File: config.mk
export PLATFORM = sky130hd
export DESIGN_NAME = fetch_unit
export DESIGN_NICKNAME = d
export VERILOG_FILES = /design/src/rtl/fetch_unit.sv
export SDC_FILE = /design/constraint.sdc
export NUM_CORES = 1
export LEC_CHECK = 0
export ABC_CLOCK_PERIOD_IN_PS = 5900
export BUFFER_PORTS_ARGS = -buffer_cell sky130_fd_sc_hd__buf_4
export CAP_MARGIN = 20
export CORE_MARGIN = 2
export CORE_UTILIZATION = 35
export CTS_BUF_LIST = sky130_fd_sc_hd__clkbuf_8 sky130_fd_sc_hd__clkbuf_16
export CTS_CLUSTER_DIAMETER = 80
export DETAILED_ROUTE_END_ITERATION = 12
export SLEW_MARGIN = 10
export SYNTH_ARGS = -nofsm -noshare
export SYNTH_HDL_FRONTEND = slang
export SYNTH_SLANG_ARGS = --single-unit
export TNS_END_PERCENT = 30
File: constraint.sdc
create_clock -name clk -period 5.9 [get_ports clk]
set_input_delay 0.885 -clock clk [delete_from_list [all_inputs] [get_ports clk]]
set_output_delay 0.885 -clock clk [all_outputs]
set_load 0.01 [all_outputs]
File: src/rtl/fetch_unit.sv
// Instruction fetch stage: fetch PC, imem request/response handshake, in-order {instr, pc} buffer, redirect flush.
// Optional misaligned-redirect trap when FETCH_MISALIGN_CHECK_EN is defined.
module fetch_unit #(
  parameter logic [31:0] RESET_PC = 32'h0000_0000,
  parameter int unsigned DEPTH    = 4
) (
  input  logic        clk,
  input  logic        rst_n,
  output logic        imem_req_valid,
  input  logic        imem_req_ready,
  output logic [31:0] imem_req_addr,
  input  logic        imem_rsp_valid,
  input  logic [31:0] imem_rsp_data,
  input  logic        redirect,
  input  logic [31:0] redirect_pc,
  output logic        instr_valid,
  input  logic        instr_ready,
  output logic [31:0] instr,
  output logic [31:0] instr_pc,
  output logic [6:0]  opcode,
  output logic [2:0]  funct3,
  output logic [6:0]  funct7,
  output logic        misalign_err
);

  localparam int unsigned AW = $clog2(DEPTH);
  localparam int unsigned CW = AW + 1;
  localparam logic [CW:0] W_DEPTH = (CW+1)'(DEPTH);

`ifdef FETCH_MISALIGN_CHECK_EN
  localparam logic MISALIGN_EN = 1'b1;
`else
  localparam logic MISALIGN_EN = 1'b0;
`endif

  logic [31:0]   r_fpc;
  logic [31:0]   r_pcq [DEPTH];
  logic [AW-1:0] r_pcq_wp, r_pcq_rp;
  logic [31:0]   r_buf_instr [DEPTH];
  logic [31:0]   r_buf_pc [DEPTH];
  logic [AW-1:0] r_buf_wp, r_buf_rp;
  logic [CW-1:0] r_count, r_outstanding, r_drop;
  logic          r_halted, r_misalign;

  logic [CW:0]   w_sum;
  logic          w_req_fire, w_rsp, w_rsp_keep, w_pop, w_misalign;
  logic [CW-1:0] w_count_nxt, w_out_nxt, w_drop_nxt;

  // Credit covers both buffered and in-flight words, so responses never need backpressure.
  assign w_sum          = {1'b0, r_count} + {1'b0, r_outstanding};
  assign imem_req_valid = rst_n & ~redirect & ~r_halted & (w_sum < W_DEPTH);
  assign imem_req_addr  = r_fpc;
  assign w_req_fire     = imem_req_valid & imem_req_ready;
  assign w_rsp          = imem_rsp_valid;
  assign w_rsp_keep     = w_rsp & (r_drop == '0) & ~redirect;
  assign instr_valid    = rst_n & (r_count != '0);
  assign w_pop          = instr_valid & instr_ready;
  assign w_misalign     = MISALIGN_EN & redirect & (redirect_pc[1:0] != 2'b00);

  assign instr        = r_buf_instr[r_buf_rp];
  assign instr_pc     = r_buf_pc[r_buf_rp];
  assign opcode       = instr[6:0];
  assign funct3       = instr[14:12];
  assign funct7       = instr[31:25];
  assign misalign_err = r_misalign;

  // Counter next-state; a redirect turns every still-pending response into a drop.
  always_comb begin
    w_count_nxt = r_count;
    w_drop_nxt  = r_drop;
    w_out_nxt   = r_outstanding + CW'(w_req_fire) - CW'(w_rsp);
    if (redirect) begin
      w_count_nxt = '0;
      w_drop_nxt  = r_outstanding - CW'(w_rsp);
    end else begin
      w_count_nxt = r_count + CW'(w_rsp_keep) - CW'(w_pop);
      if (w_rsp && (r_drop != '0)) begin
        w_drop_nxt = r_drop - CW'(1'b1);
      end else begin
        w_drop_nxt = r_drop;
      end
    end
  end

  // Control state: PC, queue pointers, counters, halt/error flags.
  always_ff @(posedge clk) begin
    if (!rst_n) begin
      r_fpc         <= RESET_PC;
      r_pcq_wp      <= '0;
      r_pcq_rp      <= '0;
      r_buf_wp      <= '0;
      r_buf_rp      <= '0;
      r_count       <= '0;
      r_outstanding <= '0;
      r_drop        <= '0;
      r_halted      <= 1'b0;
      r_misalign    <= 1'b0;
    end else begin
      r_count       <= w_count_nxt;
      r_outstanding <= w_out_nxt;
      r_drop        <= w_drop_nxt;
      if (redirect) begin
        r_fpc <= {redirect_pc[31:2], 2'b00};
      end else if (w_req_fire) begin
        r_fpc <= r_fpc + 32'd4;
      end
      if (w_req_fire) begin
        r_pcq_wp <= r_pcq_wp + AW'(1'b1);
      end
      if (w_rsp) begin
        r_pcq_rp <= r_pcq_rp + AW'(1'b1);
      end
      if (redirect) begin
        r_buf_rp <= r_buf_wp;
      end else begin
        if (w_pop) begin
          r_buf_rp <= r_buf_rp + AW'(1'b1);
        end
        if (w_rsp_keep) begin
          r_buf_wp <= r_buf_wp + AW'(1'b1);
        end
      end
      if (w_misalign) begin
        r_halted   <= 1'b1;
        r_misalign <= 1'b1;
      end
    end
  end

  // Queue storage; contents are only meaningful behind the pointers, so no reset.
  always_ff @(posedge clk) begin
    if (w_req_fire) begin
      r_pcq[r_pcq_wp] <= r_fpc;
    end
    if (w_rsp_keep) begin
      r_buf_instr[r_buf_wp] <= imem_rsp_data;
      r_buf_pc[r_buf_wp]    <= r_pcq[r_pcq_rp];
    end
  end

endmodule

### Word-level counts from Yosys, hierarchy flattened

Memory sizes are Yosys's and may differ from the RTL's. A register that Yosys moved wholly into a read port is not among the register bits.
Cells that the tools add are included.

* div/mod/pow operators: 0
* multipliers: 0
* shift operators: 0
* mux-type cells: 16
* $lt $le $gt $ge: 1
* reductions and logical operators: 9
* $add $sub $neg: 12
* bitwise operators: 9
* equal/unequal tests: 0

Operators with widths (count)
* two-way mux 32 bit: 2
* adder 32 x 3 -> 32 bit, second input constant: 1
* two-way mux 2 bit: 8
* subtractor 3 x 1 -> 3 bit: 3
* adder 2 x 1 -> 2 bit, second input constant: 4
* AND 1 bit: 7
* adder 3 x 1 -> 3 bit: 2
* two-way mux 3 bit: 2
* nonzero test 2 bit: 3
* nonzero test 3 bit: 2
* adder 3 x 3 -> 4 bit: 1
* < comparator 4 x 3 -> 1 bit, second input constant: 1
* two-way mux 1 bit: 4
* zero test 3 bit: 1
* subtractor 3 x 1 -> 3 bit, second input constant: 1
* inverter 1 bit: 2
* AND reduction 2 bit: 1
* OR reduction 2 bit: 1
* logical AND 1 bit: 1

* memories kept: 3
* register bits: 49
* memory bits (read-only): 0
* bits in writable memories: 384
* latch bits: 0
* word-level logic and storage cells: 59

Memory list
* r_buf_instr: depth 4, width 32, rd ports 1, clocked after memory_dff 1, write ports 1, RTL line 39 `logic [31:0] r_buf_instr [DEPTH];`
* r_buf_pc: depth 4, width 32, rd ports 1, clocked after memory_dff 1, write ports 1, RTL line 40 `logic [31:0] r_buf_pc [DEPTH];`
* r_pcq: depth 4, width 32, rd ports 1, clocked after memory_dff 1, write ports 1, RTL line 37 `logic [31:0] r_pcq [DEPTH];`

### Longest topological paths before layout

Gate-level depths: netlist of the first run.

* word-level depth: 7
* depth in mapped cells: 12

### Worst setup path before layout of the first run

OpenSTA, ideal clock, no wires.

* path kind: input port to flip-flop
* from: input redirect
* to: memory r_buf_instr[0][0], enable pin
* buffers on the path: 1
* data required time: 5474 ps
* setup time: 426 ps
* stages: 4
* slack: 2547 ps
* arrival: 2927 ps
* cell sequence: inv_1 and4_1 clkbuf_1 and2_1

* longest elaborated chain between the ends: 4

RTL lines
* start, declared: RTL line 14 `input logic redirect,`
* inverter 1 bit (no source line)
* AND 1 bit: RTL line 55 `assign w_rsp_keep = w_rsp & (r_drop == '0) & ~redirect;`
* two-way mux 1 bit: RTL line 135 `if (w_rsp_keep) begin`
* two-way mux 1 bit (implied by the code): RTL line 136 `r_buf_instr[r_buf_wp] <= imem_rsp_data;`
* end, declared: RTL line 39

No other way between the ends.

==> results of run 1 <==
worst reg2reg max path, cell delays in order (launching register included):
cell and delay (ns):
dfxtp_1 0.40, ha_1 0.27, nor3b_1 0.17, and3_2 0.64
inv_2 0.42, ha_1 0.41, inv_1 0.04, ha_1 0.18
fa_1 0.38, xnor2_1 0.16, nor2_1 0.05
cell type report:
cell class                 count  area [um^2]  area share
clock buffer                  50         1217     0.06164
clock inverter                32        345.3     0.01748
inverter                      26        97.59    0.004941
multi-input combinational    357         3816      0.1932
sequential                   419        12080      0.6117
tap                          607        759.5     0.03845
timing repair buffer         191         1434     0.07260
placed cells by master (no fill, tap or decap), types with 4 or more instances in the layout:
| cell type | netlist | final |
|---|---|---|
| dfxtp_1 | 51 | 48 |
| a31oi_1 | 8 | 8 |
| and4_1 | 5 | 5 |
| and2_1 | 13 | 9 |
| nor2_1 | 27 | 27 |
| edfxtp_1 | 368 | 368 |
| bufinv_16 | 0 | 7 |
| ha_1 | 19 | 19 |
| inv_1 | 25 | 34 |
| nand4_1 | 10 | 10 |
| a22oi_1 | 5 | 5 |
| xnor2_1 | 13 | 13 |
| and3_1 | 7 | 7 |
| nand3_1 | 11 | 11 |
| conb_1 | 1 | 5 |
| nand2_1 | 37 | 37 |
| clkinv_1 | 0 | 7 |
| clkinv_2 | 0 | 4 |
| buf_4 | 22 | 191 |
| a21oi_1 | 21 | 21 |
| nor4_1 | 10 | 10 |
| o211ai_1 | 5 | 5 |
| o21ai_0 | 14 | 14 |
| nor3_1 | 6 | 6 |
| clkbuf_16 | 0 | 47 |
| and2_4 | 0 | 4 |
| o311ai_0 | 5 | 5 |
| mux4_2 | 92 | 92 |
| a211oi_1 | 4 | 4 |
report_power, final:
part / total, mW / switching (mW) / internal, mW
combinational: 0.581 / 0.289 / 0.292
clock: 2.92 / 1.13 / 1.79
sequential: 3.44 / 0.0905 / 3.35
total: 6.94 / 1.51 / 5.43
kinds of logic after synthesis:
group / Yosys count / synth area share
AOI/OAI and AO/OA: 81 / 0.03328
DFF: 419 / 0.7414
and+or+nand+nor: 139 / 0.04426
adders and majority gates: 21 / 0.01706
xor gates and xnor gates: 16 / 0.008607
buffers and inverters: 87 / 0.02574
muxes: 95 / 0.1294
other: 1 / 0.0002303
how the worst max path moves through the flow:
| stage | startpoint | to | slack (ns) |
|---|---|---|---|
| 2_1_floorplan | redirect | r_buf_instr[0][0]$_DFFE_PP_ | 2.55 |
| 3_3_place_gp | redirect | r_outstanding[2]$_SDFF_PN0_ | 2.17 |
| 3_5_place_dp | redirect | r_outstanding[2]$_SDFF_PN0_ | 2.15 |
| 4_1_cts | flop | funct3[2] | 1.94 |
| 5_1_grt | flop | funct3[2] | 1.86 |
| 6_report | flop | funct3[2] | 2.12 |
per-layer routing:
| metal | global-route usage | part of all wire |
|---|---|---|
| met3 | 0.03423 | 0.062 |
| met1 | 0.1928 | 0.43 |
| met4 | 0.03803 | 0.018 |
| met2 | 0.2336 | 0.49 |
| met5 | 0 | 0 |
metrics by stage:
stage	util	hold WS, ns	std cells
2_1_floorplan	-	0.4692	863
3_3_place_gp	0.3932	0.4866	1600
3_5_place_dp	0.3932	0.4908	1600
4_1_cts	0.4269	0.4706	1682
5_1_grt	0.4269	0.4775	1682
6_report	0.4269	0.4967	1682
registers in the layout (all words and copies together) (netlist names), named ones only:
register	count
r_pcq	120
r_drop	3
r_buf_rp	2
r_pcq_wp	2
r_buf_pc	120
r_buf_wp	2
r_pcq_rp	2
r_count	3
imem_req_addr	30
r_outstanding	3
r_buf_instr	128
==> impl_results.md, run 1 <==
- Status: finished clean
- Setup CP Type: reg -> out
- Slew HR: 0.3018
- CTS max path bufs: 3
- WL final: 34.21 mm
- Largest net degree at the start of global routing: 63
- Cell taking the most area after synthesis: edfxtp_1
- Critical path's largest stage delay: 0.99 ns
- Sink Count: 419
- Starting Density: 0.3520
- Yosys cell types: 55
- Worst-skew pair later-pin latency: 0.57 ns
- Pwr/cell area: 351.5 nW/um^2
- Post-Syn Area: 16280 um^2
- Fmax: 264.7 MHz
- Async SR Flop Fraction: 0
- Sequential fraction of the synthesis area: 0.7414
- Power Total: 6.941 mW
- P_leak: 6.664 nW
- FP Rows: 79
- Most common cell in the netlist: edfxtp_1
- Bufs and invs on worst path: 2
- Slew @ Worst Pin: 1.047 ns
- Hold Buf Count CTS: 0
- CP startpoint kind: flop
- Setup Fix Bufs, Post-CTS: 0
- Ys flop type: edfxtp_1
- Number of global-route vias before repair: 8501
- Post-CTS sizing: 0
- Clock skew: 0.01177 ns
- Critical Path Slowest Stage Cell: dfxtp_4
- EDFF count, synth: 368
- Peak VDD IR: 0.0002289 V
- Seq cells post-synth: 419
- Per-cell routed wire length: 20.34 um
- Min cycle time layout: 3.778 ns
- Worst EP arrival: 2.89 ns
- Cell Chain, Critical Path: buf_4 > mux4_2 > buf_4
- Maximum Capacitance Violations: 0
- Worst-path fanout max: 43
- Share of the synthesized area in the top cell type: 0.6787
- Hold_sp: r_pcq_wp[1]$_SDFFE_PN0P_
- Clk slew on worst S/H paths: 0.05 ns
- FF-to-FF path depth: 10
- Setup violators final: 0
- Top Family by Delay on Critical Path: flip-flops
- Vias per inst: 4.995
- Routed Antenna Nets: 0
- Total gr overflow: 0
- Total track usage: 0.1432
- Cts bufs inserted: 46
- Syn avg cell area: 18.95 um^2
- Final Cycle Share: 0.6404
- Nets@finish: 1132
- WP data required: 5.02 ns
- Type of the worst min-delay path: reg -> reg
- DRC: 0
- Die area: 48260 um^2
- FF-to-FF End: r_outstanding[2]$_SDFF_PN0_
- Worst setup EP type: output pin
- Layout cells sized above 1: 0.3377
- Gpl congestion: 0.7560
- IO Pins: 186
- Hold Fails Final Rpt: 0
- RSZ-0062 raised after global routing: no
- Final setup TNS: 0 ns
- Synth-to-layout area growth: 21.30%
- Ant. Diodes: 0
- Die height: 219.7 um
- H-tree depth: 2
- Fillers: 4103
- Synthesized instance count: 859
- Via count: 8402
- Width of the die: 219.7 um
- Antenna violations before repair: 0
- Area post-placement: 18190 um^2
- IO buf count: 178
- DR iter-0 viols: 644
- Fin worst setup slack: 2.122 ns
- Hold Path End: r_pcq_wp[1]$_SDFFE_PN0P_
- Core Region: 46260 um^2
- First-pass GRT wire length: 51.68 mm
- Worst reg-to-reg setup slack: 2.67 ns
- Root Buffer: clkbuf_16
- FF-to-FF Start: r_outstanding[2]$_SDFF_PN0_
- Hold Crit Depth: 2
- DR pass1 iterations: 4
- Placement Setup Slack: 2.145 ns
- Post-DP HPWL: 20.50 mm
- Commonest cells in the netlist: 368 x edfxtp_1, 92 x mux4_2, 51 x dfxtp_1
- Fin. max-slew vios: 0
- CTS tree: done
- Number of synthesis warnings: 0
- Post-route design area: 19750 um^2
- Top cells by area, synth: edfxtp_1 68%, mux4_2 13%, dfxtp_1 6.3%, ha_1 1.5%, buf_4 1.0%
- Most frequent CP cell: buf_4
- Worst path depth: 3
(Power assumes the default switching activity.)
==> run 2, diff against run 1 <==
--- a/config.mk
+++ b/config.mk
@@ -5,7 +5,7 @@
 export SDC_FILE = /design/constraint.sdc
 export NUM_CORES = 1
 export LEC_CHECK = 0
-export ABC_CLOCK_PERIOD_IN_PS = 5900
+export ABC_CLOCK_PERIOD_IN_PS = 3200
 export BUFFER_PORTS_ARGS = -buffer_cell sky130_fd_sc_hd__buf_4
 export CAP_MARGIN = 20
 export CORE_MARGIN = 2
==> constraint.sdc (replaced) <==
create_clock -name clk -period 3.2 [get_ports clk]
set_input_delay 0.48 -clock clk [delete_from_list [all_inputs] [get_ports clk]]
set_output_delay 0.48 -clock clk [all_outputs]
set_load 0.01 [all_outputs]
==> run 2 against run 1 <==
Effect of this change:
- clock-buffer cell count shrank 2
- final cell count increased by 1.0%
- non-clock buffer count rose by 16
- critical path depth is the same
==> impl_results.md, run 2 (synthesis results as in run 1) <==
- Layout cells sized above 1: 0.3480 (+0.01031)
- Starting Density: 0.3520 (unchanged)
- Via count: 8535 (+1.6%)
- IO Pins: 186 (unchanged)
- Number of global-route vias before repair: 8753 (+3.0%)
- Slew @ Worst Pin: 0.6752 ns (-0.3721 ns)
- Fillers: 4068 (-0.85%)
- Final Cycle Share: 0.8491
- Critical Path Slowest Stage Cell: dfxtp_4
- FP Rows: 79 (unchanged)
- Root Buffer: clkbuf_16
- Sequential Area: 12080 um^2 (unchanged)
- DR pass1 iterations: 5 (+1)
- Post-route insts no fill: 1699 (+1.0%)
- Setup CP Type: reg -> out
- WL final: 35.60 mm (+4.1%)
- Largest register FFs: 128 (unchanged)
- Routed Antenna Nets: 0 (unchanged)
- Hold Fails Final Rpt: 0 (unchanged)
- CTS tree: done
- Largest net degree at the start of global routing: 32 (-49%)
- Die height: 219.7 um (unchanged)
- Slew HR: 0.5489 (+0.2471)
- IO buf count: 178 (unchanged)
- WP data required: 2.72 ns (-2.30 ns)
- DR iter-0 viols: 712 (+11%)
- Fmax: 368.1 MHz
- Peak VDD IR: 0.0003456 V (+51%)
- Setup Fix Bufs, Post-CTS: 0 (unchanged)
- Gpl congestion: 0.7447 (-1.5%)
- Maximum Capacitance Violations: 0 (unchanged)
- Commonest non-fill, non-tap cell in the layout: edfxtp_1
- Setup violators final: 0 (unchanged)
- Post-CTS sizing: 0 (unchanged)
- Hold Buf Count CTS: 0 (unchanged)
- Fin. max-slew vios: 0 (unchanged)
- Worst-path fanout max: 23 (-47%)
- Total track usage: 0.1498 (+0.006554)
- Cts bufs inserted: 45 (-2.2%)
- Pwr/cell area: 636.5 nW/um^2 (+81%)
- Commonest cells after routing, fill and taps aside: 368 x edfxtp_1, 197 x buf_4, 92 x mux4_2
- Worst setup EP type: output pin
- Worst EP arrival: 2.24 ns (-0.65 ns)
- Worst-skew pair later-pin latency: 0.57 ns (about the same)
- Cell Chain, Critical Path: buf_12 > mux4_2 > buf_4
- Width of the die: 219.7 um (unchanged)
- Vias per inst: 5.024 (+0.57%)
- Status: finished clean
- RSZ-0062 raised after global routing: no
- Per-cell routed wire length: 20.95 um (+3.0%)
- Clock skew: 0.01777 ns (+0.005999 ns)
- Clk slew on worst S/H paths: 0.06 ns (about the same)
- Multi-input gate area: 3816 um^2 (unchanged)
- Nets@finish: 1147 (+1.3%)
- H-tree depth: 2 (unchanged)
- Top reg by flops: r_buf_instr
- Regs by FF count: r_buf_instr: 128 flops, r_buf_pc: 120 flops, r_pcq: 120 flops
- Sink Count: 419 (unchanged)
- Critical path's largest stage delay: 0.61 ns (-0.38 ns)
- Inst Count DP: 1616 (+1.0%)
- Final setup TNS: 0 ns (unchanged)
- First-pass GRT wire length: 53.90 mm (+4.3%)
- CTS max path bufs: 3 (unchanged)
- Area post-placement: 18430 um^2 (+1.3%)
- Synth-to-layout area growth: 22.47%
- Min cycle time layout: 2.717 ns
- DRC: 0 (unchanged)
- CP startpoint kind: flop
- Ant. Diodes: 0 (unchanged)
- Type of the worst min-delay path: in -> reg
- Antenna violations before repair: 0 (unchanged)
- P_leak: 6.755 nW (+1.4%)
- Die area: 48260 um^2 (unchanged)
- Post-DP HPWL: 22.53 mm (+9.9%)
- Total gr overflow: 0 (unchanged)
- Core Region: 46260 um^2 (unchanged)
- Post-route design area: 19940 um^2 (+0.96%)
[run 2: changes by cell type in the layout (fill, tap and decap cells not counted), sizes merged]
cell	change
bufinv	-1
clkinv	+6
buf	+16
inv	-2
clkbuf	-2
[run 2: worst max-delay path, delay by kind of cell, from the launching register on]
family / cells / cell delay [ns]
flops: 1 / 0.61
buf+inv: 2 / 0.45
mux: 1 / 0.57
[run 2: cell type report]
| type | count | share of cell area |
|---|---|---|
| timing repair buffer | 207 | 0.08421 |
| sequential | 419 | 0.6058 |
| multi-input combinational | 357 | 0.1914 |
| clock buffer | 48 | 0.05967 |
| inverter | 26 | 0.004894 |
| clock inverter | 35 | 0.01594 |
| tap | 607 | 0.03809 |
[run 2: report_power, final]
part	internal [mW]	switching [mW]	total [mW]
sequential	6.17	0.145	6.31
clock	3.16	2.07	5.23
combinational	0.569	0.575	1.14
total	9.90	2.79	12.7
[run 2: worst paths after layout]
path,start,endpoint,slack (ns),cells past startpoint
setup / recovery,flop,funct3[1],0.48,3
setup reg to reg,r_outstanding[2]$_SDFF_PN0_,r_outstanding[2]$_SDFF_PN0_,0.61,10
hold / removal,imem_rsp_data[10],r_buf_instr[1][10]$_DFFE_PP_,0.12,1
hold reg to reg,r_pcq_wp[1]$_SDFFE_PN0P_,r_pcq_wp[1]$_SDFFE_PN0P_,0.50,2
[run 2: stage by stage]
stage,hold slack [ns],worst slack (ns),utilization,total power [mW]
3_5_place_dp,0.4927,0.5396,0.3985,7.600
2_1_floorplan,0.4692,0.2519,-,7.056
3_3_place_gp,0.4823,0.5444,0.3985,7.575
4_1_cts,0.07962,0.3835,0.4311,12.88
5_1_grt,0.09327,0.3413,0.4311,13.19
6_report,0.1194,0.4830,0.4311,12.69
[run 2: per-layer routing]
metal	GRT usage	vias up	wire, um
li1	-	3830	-
met1	0.2043	4393	15890
met2	0.2425	252	16990
met3	0.02774	60	1826
met4	0.05011	0	895
met5	0	-	0
